--- src/rtl/shift_unit_pkg.sv ---
// Shared definitions for the shifter-operand unit: shift codes, operation
// classes and operand field positions.
package shift_unit_pkg;

    localparam int OP_TYPE_W         = 3;
    localparam int SHIFTER_OPERAND_W = 12;
    localparam int REGAW             = 4;

    localparam logic [OP_TYPE_W-1:0] OP_DATA_SHIFT = 3'd0;
    localparam logic [OP_TYPE_W-1:0] OP_DATA_ROR   = 3'd1;
    localparam logic [OP_TYPE_W-1:0] OP_LDSTR_IMM  = 3'd2;
    localparam logic [OP_TYPE_W-1:0] OP_LDSTR_REG  = 3'd3;

    typedef enum logic [1:0] {
        SH_LSL = 2'd0,
        SH_LSR = 2'd1,
        SH_ASR = 2'd2,
        SH_ROR = 2'd3
    } shcode_e;

    localparam int OPF_RM_LSB    = 0;
    localparam int OPF_RM_W      = 4;
    localparam int OPF_REGSH_BIT = 4;
    localparam int OPF_SHC_LSB   = 5;
    localparam int OPF_SHC_W     = 2;
    localparam int OPF_IMM5_LSB  = 7;
    localparam int OPF_IMM5_W    = 5;
    localparam int OPF_ROT_LSB   = 8;
    localparam int OPF_ROT_W     = 4;
    localparam int OPF_IMM8_LSB  = 0;
    localparam int OPF_IMM8_W    = 8;

    // Shift amounts must hold both a full register byte and the value DATAW.
    function automatic int amt_width(input int dataw);
        int w;
        w = $clog2(dataw) + 1;
        return (w > 8) ? w : 8;
    endfunction

endpackage

--- src/rtl/shift_unit_barrel_shift_core.sv ---
// Combinational barrel shifter with carry-out; the caller encodes immediate
// special cases as amount==DATAW or the rrx flag.
module barrel_shift_core
    import shift_unit_pkg::*;
#(
    parameter int DATAW = 32
) (
    input  logic [DATAW-1:0]            value,
    input  shcode_e                     shcode,
    input  logic [amt_width(DATAW)-1:0] amount,
    input  logic                        rrx,
    input  logic                        carry_in,
    output logic [DATAW-1:0]            result,
    output logic                        carry
);

    localparam int SHW  = $clog2(DATAW);
    localparam int AMTW = amt_width(DATAW);
    localparam logic [AMTW-1:0] DW_A = AMTW'(DATAW);

    logic [SHW-1:0]   amt_lo;
    logic [DATAW:0]   lsl_ext;
    logic [DATAW:0]   lsr_ext;
    logic [DATAW:0]   asr_ext;
    logic [DATAW-1:0] ror_res;

    assign amt_lo  = amount[SHW-1:0];
    // One guard bit on each side catches the last bit shifted out.
    assign lsl_ext = {1'b0, value} << amt_lo;
    assign lsr_ext = {value, 1'b0} >> amt_lo;
    assign asr_ext = $signed({value, 1'b0}) >>> amt_lo;
    assign ror_res = DATAW'({value, value} >> amt_lo);

    always_comb begin
        result = value;
        carry  = carry_in;
        if (rrx) begin
            result = {carry_in, value[DATAW-1:1]};
            carry  = value[0];
        end else if (amount != '0) begin
            case (shcode)
                SH_LSL: begin
                    if (amount < DW_A) begin
                        {carry, result} = lsl_ext;
                    end else begin
                        result = '0;
                        carry  = (amount == DW_A) ? value[0] : 1'b0;
                    end
                end
                SH_LSR: begin
                    if (amount < DW_A) begin
                        {result, carry} = lsr_ext;
                    end else begin
                        result = '0;
                        carry  = (amount == DW_A) ? value[DATAW-1] : 1'b0;
                    end
                end
                SH_ASR: begin
                    if (amount < DW_A) begin
                        {result, carry} = asr_ext;
                    end else begin
                        result = {DATAW{value[DATAW-1]}};
                        carry  = value[DATAW-1];
                    end
                end
                default: begin
                    result = ror_res;
                    carry  = ror_res[DATAW-1];
                end
            endcase
        end
    end

endmodule

--- src/rtl/shift_unit.sv ---
// Shifter-operand unit: decodes the 12-bit operand, optionally fetches Rs,
// and returns the shifted value and carry over a valid/ready handshake.
//
//   state   | meaning
//   IDLE    | ready for a request; immediate forms resolve on acceptance
//   RS_WAIT | Rs read in flight; result computed from rs_data on next edge
module shift_unit
    import shift_unit_pkg::*;
#(
    parameter int DATAW  = 32,
    parameter int SHAMTW = $clog2(DATAW)
) (
    input  logic                         clk,
    input  logic                         reset_n,
    input  logic                         in_valid,
    output logic                         in_ready,
    input  logic [OP_TYPE_W-1:0]         optype,
    input  logic [SHIFTER_OPERAND_W-1:0] operand,
    input  logic [DATAW-1:0]             rm_data,
    input  logic                         carry_in,
    output logic [REGAW-1:0]             rs_addr,
    output logic                         rs_en,
    input  logic [DATAW-1:0]             rs_data,
    output logic                         out_valid,
    input  logic                         out_ready,
    output logic [DATAW-1:0]             result,
    output logic                         carry_out
);

    localparam int AMTW = (SHAMTW + 1 > 8) ? SHAMTW + 1 : 8;

    typedef enum logic {IDLE, RS_WAIT} state_e;

    state_e                         state_q, state_d;
    logic [OP_TYPE_W-1:0]           op_q, op_s;
    logic [SHIFTER_OPERAND_W-1:0]   opr_q, opr_s;
    logic [DATAW-1:0]               rm_q, rm_s;
    logic                           cin_q, cin_s;
    logic                           accept, is_regsh, load;
    logic [OPF_IMM5_W-1:0]          imm5;
    shcode_e                        shc;
    logic [DATAW-1:0]               core_value, core_result;
    shcode_e                        core_code;
    logic [AMTW-1:0]                core_amt;
    logic                           core_rrx, core_carry;
    logic                           unused_bits;

    assign in_ready = (state_q == IDLE) && (!out_valid || out_ready);
    assign accept   = in_valid && in_ready;
    assign is_regsh = (optype == OP_DATA_SHIFT) && operand[OPF_REGSH_BIT];
    assign rs_en    = (state_q == RS_WAIT);
    assign rs_addr  = opr_q[OPF_ROT_LSB +: REGAW];

    always_ff @(posedge clk or negedge reset_n) begin
        if (!reset_n) begin
            state_q <= IDLE;
        end else begin
            state_q <= state_d;
        end
    end

    always_comb begin
        state_d = state_q;
        load    = 1'b0;
        case (state_q)
            IDLE: begin
                if (accept) begin
                    if (is_regsh) begin
                        state_d = RS_WAIT;
                    end else begin
                        load = 1'b1;
                    end
                end
            end
            RS_WAIT: begin
                state_d = IDLE;
                load    = 1'b1;
            end
            default: state_d = IDLE;
        endcase
    end

    // Live inputs feed the core on acceptance; captured copies while waiting on Rs.
    assign op_s  = (state_q == RS_WAIT) ? op_q  : optype;
    assign opr_s = (state_q == RS_WAIT) ? opr_q : operand;
    assign rm_s  = (state_q == RS_WAIT) ? rm_q  : rm_data;
    assign cin_s = (state_q == RS_WAIT) ? cin_q : carry_in;
    assign imm5  = opr_s[OPF_IMM5_LSB +: OPF_IMM5_W];
    assign shc   = shcode_e'(opr_s[OPF_SHC_LSB +: OPF_SHC_W]);

    always_comb begin
        core_value = rm_s;
        core_code  = shc;
        core_amt   = '0;
        core_rrx   = 1'b0;
        case (op_s)
            OP_DATA_SHIFT, OP_LDSTR_REG: begin
                if (op_s == OP_DATA_SHIFT && opr_s[OPF_REGSH_BIT]) begin
                    core_amt = AMTW'(rs_data[7:0]);
                end else if (imm5 != '0) begin
                    core_amt = AMTW'(imm5);
                end else begin
                    case (shc)
                        SH_LSR, SH_ASR: core_amt = AMTW'(DATAW);
                        SH_ROR:         core_rrx = 1'b1;
                        default:        core_amt = '0;
                    endcase
                end
            end
            OP_DATA_ROR: begin
                core_value = DATAW'(opr_s[OPF_IMM8_LSB +: OPF_IMM8_W]);
                core_code  = SH_ROR;
                core_amt   = AMTW'({opr_s[OPF_ROT_LSB +: OPF_ROT_W], 1'b0});
            end
            OP_LDSTR_IMM: begin
                core_value = DATAW'(opr_s);
                core_code  = SH_LSL;
            end
            default: begin
                core_value = '0;
                core_code  = SH_LSL;
            end
        endcase
    end

    barrel_shift_core #(.DATAW(DATAW)) u_core (
        .value    (core_value),
        .shcode   (core_code),
        .amount   (core_amt),
        .rrx      (core_rrx),
        .carry_in (cin_s),
        .result   (core_result),
        .carry    (core_carry)
    );

    always_ff @(posedge clk or negedge reset_n) begin
        if (!reset_n) begin
            op_q      <= '0;
            opr_q     <= '0;
            rm_q      <= '0;
            cin_q     <= 1'b0;
            out_valid <= 1'b0;
            result    <= '0;
            carry_out <= 1'b0;
        end else begin
            if (accept) begin
                op_q  <= optype;
                opr_q <= operand;
                rm_q  <= rm_data;
                cin_q <= carry_in;
            end
            if (load) begin
                out_valid <= 1'b1;
                result    <= core_result;
                carry_out <= core_carry;
            end else if (out_ready || accept) begin
                out_valid <= 1'b0;
            end
        end
    end

    assign unused_bits = ^{rs_data[DATAW-1:8], opr_s[OPF_RM_LSB +: OPF_RM_W]};

endmodule
--- config.mk ---
export PLATFORM = sky130hd
export DESIGN_NAME = shift_unit
export DESIGN_NICKNAME = d
export VERILOG_FILES = /design/src/rtl/shift_unit_pkg.sv /design/src/rtl/shift_unit_barrel_shift_core.sv /design/src/rtl/shift_unit.sv
export SDC_FILE = /design/constraint.sdc
export NUM_CORES = 1
export LEC_CHECK = 0
export CORE_ASPECT_RATIO = 0.7
export CORE_MARGIN = 2
export CORE_UTILIZATION = 40
export DETAILED_ROUTE_END_ITERATION = 6
export PLACE_DENSITY = 0.66
export SETUP_SLACK_MARGIN = 0.5
export SLEW_MARGIN = 40
export SYNTH_ARGS = -nofsm -noshare
export SYNTH_HDL_FRONTEND = slang
export SYNTH_SLANG_ARGS = --single-unit
--- constraint.sdc ---
create_clock -name clk -period 3.3 [get_ports clk]
set_clock_uncertainty 0.2 [all_clocks]
set_input_delay 0.33 -clock clk [delete_from_list [all_inputs] [get_ports clk]]
set_output_delay 0.33 -clock clk [all_outputs]
set_load 0.1 [all_outputs]
==> metrics.txt <==
number of inserted filler cells in the final layout=1856; most used flip-flop cell after synthesis=sky130_fd_sc_hd__dfrtp_1; root buffer cell=sky130_fd_sc_hd__clkbuf_16; placement row count=49; Cell Count, Final, Fillers Out=2317; setup repair after global routing missed its margin=yes; syn avg cell area=8.00 µm²; result of the run=complete, but fails checks; relative max-transition margin=between 50% and 60%; setup violators final=33; cell type contributing the most total cell area after synthesis=sky130_fd_sc_hd__dfrtp_1; Hold Slack=roughly 0.24 ns; post-route cell area=0.0190 mm²; clock transition at the registers of the reported paths=about 0.08 ns; Crit path required time=between 3 and 4 ns; total congestion overflow=0; routed len/inst=31.6 µm; biggest area contributors in the synthesized netlist=sky130_fd_sc_hd__dfrtp_1 (20%), sky130_fd_sc_hd__mux2i_1 (9.9%), sky130_fd_sc_hd__mux2_2 (9.0%); sum of routed wire length over all layers=73300 µm; number of levels in the clock H-tree=3; GRT Overall Usage=50.9%; share of power burned in the clock network=approximately 15%; Top-Level Pins=124; net switching share of the total power=50.2%; post-synth top area share=19.7%; Yosys warning count=0; clock network latency to the later pin of the worst-skew pair=0.38 ns; post-synthesis cell area=~0.011 mm²; PortBufs=99; register share of total power=18.0%; via count of the first global-routing pass=15200; critical path startpoint category=register; ratio of final minimum period to clock period=113%; Hold Path Class=primary input to register; Post-Place Cell Area=0.0159 mm²; drc violations=12; post-synthesis to final-layout area growth=80.5%; sequential fraction of the synthesis area=19.7%; Num CTS Buffers=9; flip-flop and latch count after synthesis=83; total power density per cell area=slightly above 400 mW/mm²; transition at the pin with the smallest max-transition slack=0.650 ns; CTS tree=yes; category of the critical setup timing path=register to register; drt initial violations=3089; clock tree sinks=83; Via Count=~16000; final critical path time including I/O delays and setup=3.73 ns; max-cap check violation count=0; ANT nets after route=0; number of antenna violations at the first check in global routing=2; leading cell type by number of instances after synthesis=sky130_fd_sc_hd__nor2_1; Cells after Synth=roughly 1300; synth cell count leaders=sky130_fd_sc_hd__nor2_1 (130), sky130_fd_sc_hd__nand2_1 (119), sky130_fd_sc_hd__mux2i_1 (104), sky130_fd_sc_hd__a21oi_1 (93), sky130_fd_sc_hd__o21ai_0 (90); vertical die dimension=140 µm; Net Count, Synth=between 1000 and 1500; post-placement worst setup slack=-0.876 ns; cell-internal power=3.83 mW; area of combinational cells with multiple inputs=0.00966 mm²; post-synthesis async set-or-reset flop share=between 90% and 100%; violated checks=DRC, setup timing; crit path DAT=3.82 ns; achievable frequency=~0.27 GHz; combinational fraction of design power=67.0%; kind of capture point of the worst setup path=register; Worst Path Max Fanout=7; maximum vdd ir drop=372 µV; number of library cell types mapped by synthesis=115; area of the core=0.0258 mm²; EDFF count, synth=0; Horiz. Die Dim=198 µm; layout net count=2038; reported net switching power=3.85 mW; wire length of the first global-routing pass=102000 µm; HPWL reported at the end of detailed placement=54000 µm; ratio of cells with drive above 1 in the final layout=56.6%; via/cell ratio=7.02; total area of sequential cells=0.00208 mm²; final number of hold-violating endpoints=0; worst-case clock buffer depth=2; Slew Limit Fails=0; pin count of the biggest net entering global routing=46; cell count after placement=~2200; Leakage=7.94 nW; final estimated routing congestion in global placement=1.21; effective utilization at floorplan=~41%; drt first pass iters=7; overall die area=~0.028 mm²; final worst setup slack=-0.431 ns
-- worst max-delay path, stage by stage (launching register included) --
cell and delay (ns):
sky130_fd_sc_hd__dfrtp_4 0.55, sky130_fd_sc_hd__buf_6 0.16, sky130_fd_sc_hd__buf_8 0.14, sky130_fd_sc_hd__nor2_4 0.16, sky130_fd_sc_hd__a22oi_2 0.13, sky130_fd_sc_hd__buf_12 0.17, sky130_fd_sc_hd__buf_4 0.15, sky130_fd_sc_hd__nor2_1 0.43
sky130_fd_sc_hd__a221o_1 0.27, sky130_fd_sc_hd__a21oi_2 0.06, sky130_fd_sc_hd__a21o_1 0.27, sky130_fd_sc_hd__buf_4 0.18, sky130_fd_sc_hd__o211ai_1 0.15, sky130_fd_sc_hd__o211ai_1 0.12, sky130_fd_sc_hd__buf_4 0.17, sky130_fd_sc_hd__o2111a_1 0.14
sky130_fd_sc_hd__a211oi_2 0.16
-- per-stage QoR --
stage	util [%]	setup TNS, ns	total power [mW]
6_report	73.8	-9.05	7.68
4_1_cts	70.3	-4.38	7.17
2_1_floorplan	-	-0.765	3.68
3_5_place_dp	61.4	-22.25	5.57
5_1_grt	73.7	-10.50	7.79
3_3_place_gp	61.5	-21.65	5.55
-- area by class of cell --
class / instances / share of cell area, %
well taps: 357 / 2.35
diodes: 2 / 0.0263
clock inverters: 7 / 0.421
clock buffers: 9 / 1.18
inverters: 6 / 0.118
repair buffers: 736 / 34.2
flip-flops and latches: 83 / 10.9
multi-input cells: 1117 / 50.8
-- power by group through the flow --
stage / clock network (mW) / logic, mW / registers (mW)
finish: 1.15 / 5.14 / 1.38
floorplan: 0 / 1.58 / 2.10
global route: 1.18 / 5.22 / 1.40
CTS: 1.15 / 4.65 / 1.37
detailed placement: 0 / 4.18 / 1.38
global placement: 0 / 4.17 / 1.37
-- metal layers --
metal	part of all wire [%]	GRT usage (%)
met1	38	67.3
met2	38	68.4
met3	17	24.9
met4	7.1	23.7
met5	0.018	0
-- cell families (layout without fill, tap and decap cells) --
family,Yosys count,after routing,synth area share (%)
fa+ha+maj,1,1,0.119
flops,83,83,19.7
xor+xnor,3,3,0.498
other cells,0,2,0
mux,195,196,19.8
compound gates,511,511,35.3
simple gates,406,406,18.3
buf+inv,119,758,6.36
-- placed cells by master, fill, tap and decap left out, types with 10 or more instances in the layout --
master	n
sky130_fd_sc_hd__a211oi_1	10
sky130_fd_sc_hd__a211oi_2	14
sky130_fd_sc_hd__a21o_1	13
sky130_fd_sc_hd__a21oi_1	66
sky130_fd_sc_hd__a21oi_2	24
sky130_fd_sc_hd__a31oi_1	15
sky130_fd_sc_hd__buf_12	35
sky130_fd_sc_hd__buf_4	567
sky130_fd_sc_hd__buf_6	59
sky130_fd_sc_hd__clkbuf_16	10
sky130_fd_sc_hd__clkdlybuf4s50_1	56
sky130_fd_sc_hd__dfrtp_1	82
sky130_fd_sc_hd__mux2_2	75
sky130_fd_sc_hd__mux2_4	11
sky130_fd_sc_hd__mux2i_1	59
sky130_fd_sc_hd__mux2i_2	25
sky130_fd_sc_hd__mux2i_4	24
sky130_fd_sc_hd__nand2_1	101
sky130_fd_sc_hd__nand2_2	14
sky130_fd_sc_hd__nand3_1	30
sky130_fd_sc_hd__nand3_2	11
sky130_fd_sc_hd__nor2_1	101
sky130_fd_sc_hd__nor2_2	19
sky130_fd_sc_hd__nor2_4	15
sky130_fd_sc_hd__nor3_1	31
sky130_fd_sc_hd__nor3_2	11
sky130_fd_sc_hd__o211ai_1	35
sky130_fd_sc_hd__o21ai_0	61
sky130_fd_sc_hd__o21ai_1	25
sky130_fd_sc_hd__o21ai_2	12
sky130_fd_sc_hd__o22ai_1	10
sky130_fd_sc_hd__o22ai_2	14
-- path summary, 6_finish.rpt --
path                              startpoint                     end  slack, ns  cells past startpoint
hold reg to reg            cin_q$_DFFE_PN0P_       cin_q$_DFFE_PN0P_       0.29                      2
setup / recovery             rs_en$_DFF_PN0_  result[31]$_DFFE_PN0P_      -0.43                     16
max in group asynchronous            reset_n  result[13]$_DFFE_PN0P_       1.91                      3
setup reg to reg             rs_en$_DFF_PN0_  result[31]$_DFFE_PN0P_      -0.43                     16
hold / removal                    operand[4]    opr_q[4]$_DFFE_PN0P_       0.24                      2
min in group asynchronous            reset_n    opr_q[8]$_DFFE_PN0P_       0.30                      2
-- repair_timing --
item                       4_1_cts  5_1_grt
hold endpoints to repair        38        0
setup buffers                   67       23
hold buffers                     1        0
pin swaps                      106       94
gates resized for setup        282      152
cloned                           5        1
setup endpoints to repair       33       33
-- sequential cells by signal, summed over array words and instances (netlist names) --
name	flops
op_q	3
out_valid	1
rs_en	1
carry_out	1
result	32
opr_q	12
cin_q	1
rm_q	32
Note: power is estimated with default switching activity, not from simulation.
